--- config.mk ---
export PLATFORM = sky130hd
export DESIGN_NAME = usb_data_buffer
export DESIGN_NICKNAME = d
export VERILOG_FILES = /design/src/rtl/usb_data_buffer.sv
export SDC_FILE = /design/constraint.sdc
export NUM_CORES = 1
export LEC_CHECK = 0
export BUFFER_PORTS_ARGS = -buffer_cell sky130_fd_sc_hd__buf_2
export CAP_MARGIN = 30
export CORE_ASPECT_RATIO = 1.2
export CORE_MARGIN = 2
export CORE_UTILIZATION = 62
export DETAILED_ROUTE_END_ITERATION = 10
export GPL_ROUTABILITY_DRIVEN = 0
export PLACE_DENSITY_LB_ADDON = 0.08
export SYNTH_ARGS = -nofsm -noshare
export SYNTH_HDL_FRONTEND = slang
export SYNTH_SLANG_ARGS = --single-unit
export TNS_END_PERCENT = 100
--- constraint.sdc ---
create_clock -name clk -period 2.9 [get_ports clk]
set_input_delay 0.145 -clock clk [delete_from_list [all_inputs] [get_ports clk]]
set_output_delay 0.145 -clock clk [all_outputs]
set_load 0.03 [all_outputs]
--- src/rtl/usb_data_buffer.sv ---
// Circular byte FIFO shared by the AHB subordinate and the USB RX/TX packet engines.
// One push and one pop may be serviced per cycle; both pop ports own a registered output.
module usb_data_buffer #(
   parameter int unsigned DEPTH  = 64,
   parameter int unsigned DATA_W = 8
) (
   input  logic                      clk,
   input  logic                      n_rst,
   input  logic                      clear,
   input  logic                      store_tx_data,
   input  logic [DATA_W-1:0]         tx_data,
   input  logic                      get_rx_data,
   output logic [DATA_W-1:0]         rx_data,
   input  logic                      store_rx_packet_data,
   input  logic [DATA_W-1:0]         rx_packet_data,
   input  logic                      get_tx_packet_data,
   output logic [DATA_W-1:0]         tx_packet_data,
   output logic [$clog2(DEPTH):0]    buffer_occupancy,
   output logic                      overflow,
   output logic                      underflow
);

   localparam int unsigned AW = $clog2(DEPTH);
   localparam logic [AW:0] FULL = (AW+1)'(DEPTH);

   logic [DATA_W-1:0] mem [DEPTH];

   logic [AW-1:0]     wptr_q, wptr_d;
   logic [AW-1:0]     rptr_q, rptr_d;
   logic [AW:0]       count_q, count_d;
   logic [DATA_W-1:0] rx_data_q, rx_data_d;
   logic [DATA_W-1:0] tx_pkt_q, tx_pkt_d;
   logic              ovf_q, ovf_d;
   logic              unf_q, unf_d;

   logic              push_req;
   logic [DATA_W-1:0] push_byte;
   logic              pop_rx;
   logic              pop_tx;
   logic              pop_req;
   logic              pop_ok;
   logic              push_ok;
   logic              mem_we;
   logic [DATA_W-1:0] rd_byte;

   // Source arbitration: AHB push wins over USB RX push, AHB pop wins over USB TX pop.
   always_comb begin
      push_req  = store_tx_data | store_rx_packet_data;
      push_byte = store_tx_data ? tx_data : rx_packet_data;
      pop_rx    = get_rx_data;
      pop_tx    = get_tx_packet_data & ~get_rx_data;
      pop_req   = pop_rx | pop_tx;
      pop_ok    = pop_req & (count_q != '0);
      push_ok   = push_req & ((count_q != FULL) | pop_ok);
      rd_byte   = mem[rptr_q];
   end

   always_comb begin
      wptr_d    = wptr_q;
      rptr_d    = rptr_q;
      count_d   = count_q;
      rx_data_d = rx_data_q;
      tx_pkt_d  = tx_pkt_q;
      ovf_d     = 1'b0;
      unf_d     = 1'b0;
      mem_we    = 1'b0;

      if (clear) begin
         wptr_d    = '0;
         rptr_d    = '0;
         count_d   = '0;
         rx_data_d = '0;
         tx_pkt_d  = '0;
      end else begin
         if (push_ok) begin
            mem_we = 1'b1;
            wptr_d = wptr_q + 1'b1;
         end
         ovf_d = (store_tx_data & store_rx_packet_data) | (push_req & ~push_ok);

         if (pop_req) begin
            if (pop_ok) begin
               rptr_d = rptr_q + 1'b1;
               if (pop_rx) rx_data_d = rd_byte;
               else        tx_pkt_d  = rd_byte;
            end else begin
               // Empty pop returns zero; a same-cycle push is not read through.
               unf_d = 1'b1;
               if (pop_rx) rx_data_d = '0;
               else        tx_pkt_d  = '0;
            end
         end

         case ({push_ok, pop_ok})
            2'b10:   count_d = count_q + 1'b1;
            2'b01:   count_d = count_q - 1'b1;
            default: count_d = count_q;
         endcase
      end
   end

   always_ff @(posedge clk or negedge n_rst) begin
      if (!n_rst) begin
         wptr_q    <= '0;
         rptr_q    <= '0;
         count_q   <= '0;
         rx_data_q <= '0;
         tx_pkt_q  <= '0;
         ovf_q     <= 1'b0;
         unf_q     <= 1'b0;
      end else begin
         wptr_q    <= wptr_d;
         rptr_q    <= rptr_d;
         count_q   <= count_d;
         rx_data_q <= rx_data_d;
         tx_pkt_q  <= tx_pkt_d;
         ovf_q     <= ovf_d;
         unf_q     <= unf_d;
      end
   end

   // Storage carries no reset; only the pointers define valid contents.
   always_ff @(posedge clk) begin
      if (mem_we) mem[wptr_q] <= push_byte;
   end

   assign rx_data          = rx_data_q;
   assign tx_packet_data   = tx_pkt_q;
   assign buffer_occupancy = count_q;
   assign overflow         = ovf_q;
   assign underflow        = unf_q;

endmodule

# Word level (Yosys, flattened, before mapping)
# Memory sizes are Yosys's and may differ from the RTL's.
# Cells that the tools add are included.
word_totals:
  mem_bits_rw: 512
  register_bits: 37
  word_cells: 62
  n_memories: 1
mem_list:
  columns: ["name", "depth", "width", "rd", "rd_clocked_by_memory_dff", "wr", "line_no", "source"]
  rows:
  - ["mem", 64, 8, 1, 0, 1, "26", "logic [DATA_W-1:0] mem [DEPTH];"]
op_classes:
  bitwise_logic: 11
  eq_ne: 4
  reduce_logical: 9
  muxes: 26
  add_sub_neg: 4
op_table:
  columns: ["operator", "n"]
  rows:
  - ["8-bit 2-to-1 mux", 11]
  - ["6-bit 2-to-1 mux", 5]
  - ["7-bit one-hot mux with 2 select lines", 1]
  - ["6-bit by 1-bit adder with 6-bit output (second input constant)", 2]
  - ["1-bit 2-to-1 mux", 8]
  - ["2-bit nonzero test", 4]
  - ["7-bit by 1-bit adder with 7-bit output (second input constant)", 1]
  - ["7-bit 2-to-1 mux", 1]
  - ["7-bit != test (second input constant)", 1]
  - ["7-bit nonzero test", 1]
  - ["7-bit by 1-bit subtractor with 7-bit output (second input constant)", 1]
  - ["2-bit AND reduction", 3]
  - ["1-bit bitwise AND", 5]
  - ["1-bit OR", 4]
  - ["3-bit nonzero test", 1]
  - ["2-bit by 1-bit == test with 1-bit output (second input constant)", 1]
  - ["2-bit == test (second input constant)", 1]
  - ["2-bit != test (second input constant)", 1]
  - ["1-bit inverter", 2]

# Depth between registers and ports, before layout
# Gate-level depths: netlist (run 1).
logic_depth:
  ltp_word: 10
  mapped_depth: 11

# Least setup slack after synthesis (run 1)
# OpenSTA, ideal clock, no wires.
synth_timing:
  kind: "register -> register"
  startpoint: "register count_q[3], in the netlist buffer_occupancy[3]"
  endpoint: "register count_q[6], in the netlist buffer_occupancy[6]"
  synth_period_minus_slack_ns: 2.801
  stages_incl_launch_ff: 12
  setup_ns: 0.078
  arrival_time_ns: 2.723
  setup_slack_ns: 0.099
  n_path_buf: 0
  required_time_ns: 2.822
  path_cell_list: "dfrtp_1 -> nor4_2 -> a31oi_1 -> nand2_1 -> inv_1 -> fa_1 -> a21o_1 -> a21oi_1 -> o21ai_0 -> xnor2_1 -> a21o_1 -> a21oi_1"
synth_between:
  elab_chain_cells: 7
synth_lines:
  columns: ["element", "line_no", "source"]
  rows:
  - ["start: declaration", "30", "logic [AW:0] count_q, count_d;"]
  - ["start signal: assignment", "114", "count_q <= count_d;"]
  - ["7-bit nonzero test", "53", "pop_ok = pop_req & (count_q != '0);"]
  - ["1-bit bitwise AND", "53", null]
  - ["1-bit OR", "54", "push_ok = push_req & ((count_q != FULL) | pop_ok);"]
  - ["1-bit bitwise AND", "54", null]
  - ["2-bit by 1-bit == test with 1-bit output or 2-bit == test (tied branches)", "94", "case ({push_ok, pop_ok})"]
  - ["7-bit one-hot mux with 2 select lines", "94", null]
  - ["7-bit 2-to-1 mux", "68", "if (clear) begin"]
# Parallel ways exist; a longest one is shown, timed or not.
# A chain may end at the register's enable or synchronous reset.

# Worst setup path in the final report (run 1)
# Same ends and word-level chain as after synthesis.

==> metrics.txt, run 1 <==
Core Util, Final 71.99%; Layout Skew 0.01984 ns; DIE HEIGHT 209.1 um; setup TNS 0 ns; WS Path Type reg2reg; Hold Crit Class in2reg; Crit path top cell by count a21oi_1; first-pass GRT wire length 73400 um; Final nets 1341; drt first-iter violations 1264; post-synthesis cell count 1138; highest clock rate 375.9 MHz; static leakage 0.008447 uW; crit path cell chain nor4_4, a31oi_1, nand2_1, inv_2, fa_1, a21o_1, a21oi_1, o21ai_0, xnor2_1, nand3_1, a21oi_1; Max VDD drop 510.4 uV; Primary FF master, synth edfxtp_1; Multi-input gate area 5036 um2; switching pwr 5301 uW; # rows 75; post-synth top area cell edfxtp_1; final worst path period share 91.72%; crit start category register; max cap viols 0; synth top area cells edfxtp_1 71%, mux4_2 10%, dfrtp_1 4.3%; synth unique cells 49; Area growth syn-to-layout 15.04%; # DRC 0; Critical-path top delay cell dfrtp_1; hold_ws 0.04469 ns; Worst Path Required 3.39 ns; top-count cell post-synth edfxtp_1; Post-synth EDFFs 512; clock power share 31.8%; register area share after synthesis 75.02%; layout cells sized above 1 26.74%; Synth Area per Inst 19.09 um2; vias per cell 6.311; critical path arrival 3.15 ns; initial antenna violation count 1; final hold violation count 0; vias in the first global route 11740; Die Wd 174.9 um; Core ar. 34720 um2; share of power burned in registers 46.0%; area of the mapped netlist 21730 um2; num ports 48; CTS clk-pin slew, worst paths 0.06 ns; Critical Path End Type register; area share of the largest cell type after synthesis 70.76%; Max clock buf depth 3; post-route minimum period 2.660 ns; DRT Wirelength 48600 um; crit-path max cell delay 0.43 ns; Layout fillers 2138; H-tree depth 2; wire length per cell 26.82 um; Initial DRT Pass Iterations 5; Storage cell area 16310 um2; Rel. slew slack 29.75%; power share of the combinational group 22.1%; Detail Placement HPWL 30900 um; final global-route overflow total 0; Routed Antenna Nets 0; critical-path maximum fanout 6; Net Count, Synth 1169; total power 19620 uW; Sw Share 27.02%; Commonest cells post-synth 512 x edfxtp_1, 97 x mux4_2, 92 x nor2_1, 68 x mux2i_1, 62 x a22oi_1; CTS Buf Count 50; Final setup viols 0; DR vias 11440; TritonCTS clock tree yes; Die Area 36570 um2; # diodes 0; #FFs+latches synth 549; clk_lat worst skew 0.58 ns; Total GRT Usage 27.59%; largest net degree at the start of global routing 49; Worst Tran Pin Value 1.054 ns; status completed; clock sink count 549; clk root buf clkbuf_16; Cell Pwr Density 784.9 nW/um2; port bufs 47; RSZ-0062 raised after global routing false; starting density of the core 62.58%; internal power 14320 uW; Cells after DPL 1713; synth warn 0; non-filler cells in the finished layout 1812; Async S/R FF share, synth 6.740%; final-report max-slew violation count 0
## logic make-up (layout without fill, tap and decap cells)
family          after synthesis  in the layout  share of synthesized area (%)
mux                         174            174                          13.65
xor+xnor                     15             15                         0.6046
flops                       549            549                          75.02
fa+ha+maj                     8              8                         0.4952
simple gates                175            175                          3.518
buf+inv                      71            283                          1.877
compound gates              146            146                          4.831
## final cells by class
class / instances / area share, %
Multi-Input combinational cell: 518 / 20.15
Timing Repair Buffer: 185 / 5.997
Inverter: 6 / 0.09010
Sequential cell: 549 / 65.24
Clock inverter: 16 / 0.4455
Tap cell: 462 / 2.313
Clock buffer: 76 / 5.762
## worst paths after layout
| kind | startpoint | to | slack [ns] | cells past startpoint |
|---|---|---|---|---|
| max | buffer_occupancy[3]$_DFFE_PN0P_ | buffer_occupancy[6]$_DFFE_PN0P_ | 0.24 | 11 |
| min | clear | wptr_q[2]$_DFFE_PN0P_ | 0.04 | 2 |
| max reg2reg | buffer_occupancy[3]$_DFFE_PN0P_ | buffer_occupancy[6]$_DFFE_PN0P_ | 0.24 | 11 |
| min reg2reg | tx_packet_data[5]$_DFFE_PN0P_ | tx_packet_data[5]$_DFFE_PN0P_ | 0.46 | 2 |
| max in group asynchronous | n_rst | rptr_q[0]$_DFFE_PN0P_ | 2.06 | 2 |
| min in group asynchronous | n_rst | buffer_occupancy[4]$_DFFE_PN0P_ | 0.21 | 2 |
## sequential cells by signal, summed over array words and instances (netlist names)
register	cells
mem	512
rptr_q	6
tx_packet_data	8
overflow	1
wptr_q	6
buffer_occupancy	7
rx_data	8
underflow	1
## power by group through the flow
stage	combinational, uW	clock (uW)	sequential (uW)
2_1_floorplan	2780	0	9300
3_3_place_gp	4310	0	9180
3_5_place_dp	4330	0	9190
4_1_cts	4340	6330	9020
5_1_grt	4610	6640	9050
6_report	4340	6250	9030
## what timing repair did
item	in CTS	in global routing
endpoints found under the setup margin	0	1
resized for setup	0	2
endpoints found under the hold margin	40	0
hold buffers	6	0
setup buffers	0	1
## routing by layer
metal | wire, um | part of all wire (%) | track usage [%]
met1 | 19250 | 40 | 38.83
met2 | 23760 | 49 | 44.39
met3 | 4067 | 8.4 | 5.368
met4 | 1527 | 3.1 | 9.023
met5 | 0 | 0 | 0
## placed cells by master, fill, tap and decap left out, drive strengths merged, types with 3 or more instances in the layout
cell and instances:
a211oi 18, inv 8, a21oi 22, nor2 92
dlygate4sd3 6, ha 7, mux2 9, nor3 3
edfxtp 512, a21o 3, nand3b 3, nand2 44
clkbuf 76, a22oi 62, mux4 97, o21ai 4
xnor2 9, and2 3, nor2b 4, buf 179
o221ai 15, xor2 6, nand3 11, o22ai 16
dfrtp 37, clkinv 13, mux2i 68
## per-stage QoR
step,area (um2),setup WS [ns]
4_1_cts,24980,0.1673
3_3_place_gp,23370,0.2219
2_1_floorplan,21730,0.09890
6_report,25000,0.2400
3_5_place_dp,23370,0.1895
5_1_grt,25000,0.01560
## worst max-delay path, delay by kind of cell, from the launching register on
family	cells	cell delay, ns
xor+xnor	1	0.21
fa+ha+maj	1	0.41
buf+inv	1	0.10
simple gates	3	0.58
flops	1	0.43
compound gates	5	0.86
No activity file was read; power rests on OpenSTA's default activity.
==> run 2, diff against run 1 <==
--- a/config.mk
+++ b/config.mk
@@ -5,11 +5,13 @@
 export SDC_FILE = /design/constraint.sdc
 export NUM_CORES = 1
 export LEC_CHECK = 0
+export ABC_AREA = 1
+export ABC_CLOCK_PERIOD_IN_PS = 2900
 export BUFFER_PORTS_ARGS = -buffer_cell sky130_fd_sc_hd__buf_2
 export CAP_MARGIN = 30
 export CORE_ASPECT_RATIO = 1.2
 export CORE_MARGIN = 2
-export CORE_UTILIZATION = 62
+export CORE_UTILIZATION = 63
 export DETAILED_ROUTE_END_ITERATION = 10
 export GPL_ROUTABILITY_DRIVEN = 0
 export PLACE_DENSITY_LB_ADDON = 0.08
==> run 2 against run 1 <==
Clock power grew 3.5%. Combinational power up 19%. Sequential share of layout area decreased by 3.4 points. Flip-flop and latch count unchanged. Routed wire length up 21%. Sequential power hardly changed. Critical path depth rose by 5. Non-clock buffer count decreased by 19. Critical path type unchanged. Largest cell class unchanged.
==> metrics.txt, run 2 <==
status completed; setup TNS 0 ns; critical path arrival 3.10 ns; Synth Area per Inst 10.64 um2; synth unique cells 29; first-pass GRT wire length 90220 um; static leakage 0.01066 uW; synth warn 0; Rel. slew slack 39.01%; TritonCTS clock tree yes; Net Count, Synth 2245; drt first-iter violations 1806; mux cell area share after synthesis 0.3826%; Crit path top cell by count nand2_1; Compound-Gate Fraction of Synth Area 2.402%; area share of the largest cell type after synthesis 65.30%; post-synth top area cell edfxtp_1; synth top area cells edfxtp_1 65%, nand2_1 12%, nand3_1 6.6%; max cap viols 0; layout cells sized above 1 10.70%; post-synthesis cell count 2214; crit path cell chain inv_1, nand4_1, nor2_1, nand2_1, nand3_1, inv_2, ha_1, nand3_1, nand3_1, nand2_1, nand2_1, nand2_1, nand2_1, or2_2, nand3_1, o21ai_0; cell depth of the worst setup path 16; wire length per cell 20.63 um; critical-path maximum fanout 6; Max clock buf depth 3; # diodes 0; DIE HEIGHT 215.8 um; Final setup viols 0; final worst path period share 92.00%; internal power 13920 uW; xor/xnor share of the synthesized area 0.03720%; Area growth syn-to-layout 12.07%; largest net degree at the start of global routing 98; register area share after synthesis 69.23%; Max VDD drop 784.8 uV; Storage cell area 16310 um2; Reg2Reg Depth 16; DR vias 16410; max reg flops 512; initial antenna violation count 0; Setup WS pre-CTS 0.2420 ns; Core Util, Final 71.51%; vias per cell 5.781; num ports 48; Multi-input gate area 5869 um2; Worst Tran Pin Value 0.9149 ns; final-report max-slew violation count 0; vias in the first global route 15920; Layout fillers 2655; Adder-Cell Fraction of Synth Area 0.4570%; FF-to-FF End buffer_occupancy[5]$_DFFE_PN0P_; DRT Wirelength 58570 um; CTS Buf Count 52; RSZ-0062 raised after global routing false; clock power share 31.3%; Buf/Inv on CP 2; Async S/R FF share, synth 6.740%; main combinational cell family by area after synthesis simple AND/OR/NAND/NOR gates; clock sink count 549; Core ar. 36900 um2; delay-heaviest family, CP simple AND/OR/NAND/NOR gates; crit-path max cell delay 0.43 ns; highest clock rate 374.8 MHz; clk root buf clkbuf_16; Detail Placement HPWL 35950 um; Critical Path End Type register; #FFs+latches synth 549; Hold Crit Class in2reg; Worst Path Required 3.34 ns; top-count cell post-synth nand2_1; Initial DRT Pass Iterations 6; H-tree depth 2; switching pwr 6731 uW; final hold violation count 0; Reg-to-Reg Start buffer_occupancy[0]$_DFFE_PN0P_; area of the mapped netlist 23550 um2; Commonest cells post-synth 760 x nand2_1, 512 x edfxtp_1, 311 x nand3_1, 191 x inv_1, 155 x nor2_1; Die Area 38940 um2; most common cell after layout, fill and taps aside nand2_1; starting density of the core 63.81%; Post-CTS Repair Setup Buffers 0; Cell Pwr Density 782.8 nW/um2; share of power burned in registers 43.7%; Primary FF master, synth edfxtp_1; Die Wd 180.5 um; clk_lat worst skew 0.58 ns; Sw Share 32.59%; min setup slack post-route 0.2321 ns; port bufs 47; Total GRT Usage 30.41%; CP startpoint buffer_occupancy[0]$_DFFE_PN0P_; post-route minimum period 2.668 ns; commonest non-fill, non-tap cells in the layout 760 x nand2_1, 512 x edfxtp_1, 311 x nand3_1; crit start category register; power share of the combinational group 25.0%; Post-synth EDFFs 512; Worst Setup EP buffer_occupancy[5]$_DFFE_PN0P_; Routed Antenna Nets 0; simple-gate share of the synthesized area 21.65%; final global-route overflow total 0; Critical-path top delay cell dfrtp_1; WS Path Type reg2reg; r2r setup slk 0.23 ns; largest register by flop count mem; Layout Skew 0.01493 ns; # DRC 0; # rows 77; Final nets 2354; CTS clk-pin slew, worst paths 0.06 ns
-- run 2: logic make-up (layout without fill, tap and decap cells) --
| family | after synthesis | after routing |
|---|---|---|
| mux | 8 | 8 |
| fa+ha+maj | 8 | 8 |
| compound gates | 98 | 98 |
| simple gates | 1244 | 1244 |
| xor+xnor | 1 | 1 |
| buf+inv | 306 | 457 |
| flops | 549 | 549 |
-- run 2: per-stage QoR --
step	total power (uW)	area [um2]	hold WS (ns)	cells
finish	20660	26390	0.1628	2839
global route	21480	26390	0.2289	2839
CTS	20590	26390	0.1232	2839
detailed placement	14230	24720	0.3174	2737
global placement	14110	24720	0.2870	2737
floorplan	12680	23550	-0.1506	2214
-- run 2: worst min path at each step --
stage	cells past startpoint	slack, ns	endpoint	from
after floorplan	0	-0.15	buffer_occupancy[0]$_DFFE_PN0P_	n_rst
after global placement	1	0.29	tx_packet_data[2]$_DFFE_PN0P_	n_rst
after detailed placement	1	0.32	tx_packet_data[2]$_DFFE_PN0P_	n_rst
after CTS	6	0.12	buffer_occupancy[6]$_DFFE_PN0P_	store_tx_data
after global routing	7	0.23	buffer_occupancy[6]$_DFFE_PN0P_	store_tx_data
final	6	0.16	buffer_occupancy[6]$_DFFE_PN0P_	store_tx_data
-- run 2: area by class of cell --
cell class,count,share of cell area (%)
sequential,549,61.80
timing repair buffer,166,4.808
inverter,195,2.798
clock inverter,31,0.8677
clock buffer,65,5.235
multi-input combinational,1359,22.24
tap,474,2.248
-- run 2: what timing repair did --
action	4_1_cts	5_1_grt
endpoints found under the setup margin	0	2
endpoints found under the hold margin	47	0
resized for setup	0	1
hold buffers	6	0
-- run 2: power groups by stage --
stage	registers (uW)	clock network [uW]	logic, uW
2_1_floorplan	9380	0	3300
3_3_place_gp	9180	0	4930
3_5_place_dp	9190	0	5040
4_1_cts	9020	6500	5070
5_1_grt	9030	6840	5610
6_report	9020	6470	5160
-- run 2: worst register-to-register path: stages, from the launching register on --
cell and delay [ns]:
dfrtp_1 0.43, inv_1 0.11, nand4_1 0.11, nor2_1 0.15
nand2_1 0.12, nand3_1 0.24, inv_2 0.14, ha_1 0.35
nand3_1 0.12, nand3_1 0.09, nand2_1 0.09, nand2_1 0.06
nand2_1 0.05, nand2_1 0.05, or2_2 0.27, nand3_1 0.08
o21ai_0 0.09
-- run 2: routing by layer --
layer | global-route usage (%) | vias to the layer above | part of all wire (%)
met5 | 0 | - | 0
met4 | 11.61 | 0 | 3.8
met3 | 4.725 | 140 | 8.9
met2 | 49.81 | 777 | 49
met1 | 41.63 | 7865 | 39
li1 | - | 7630 | -
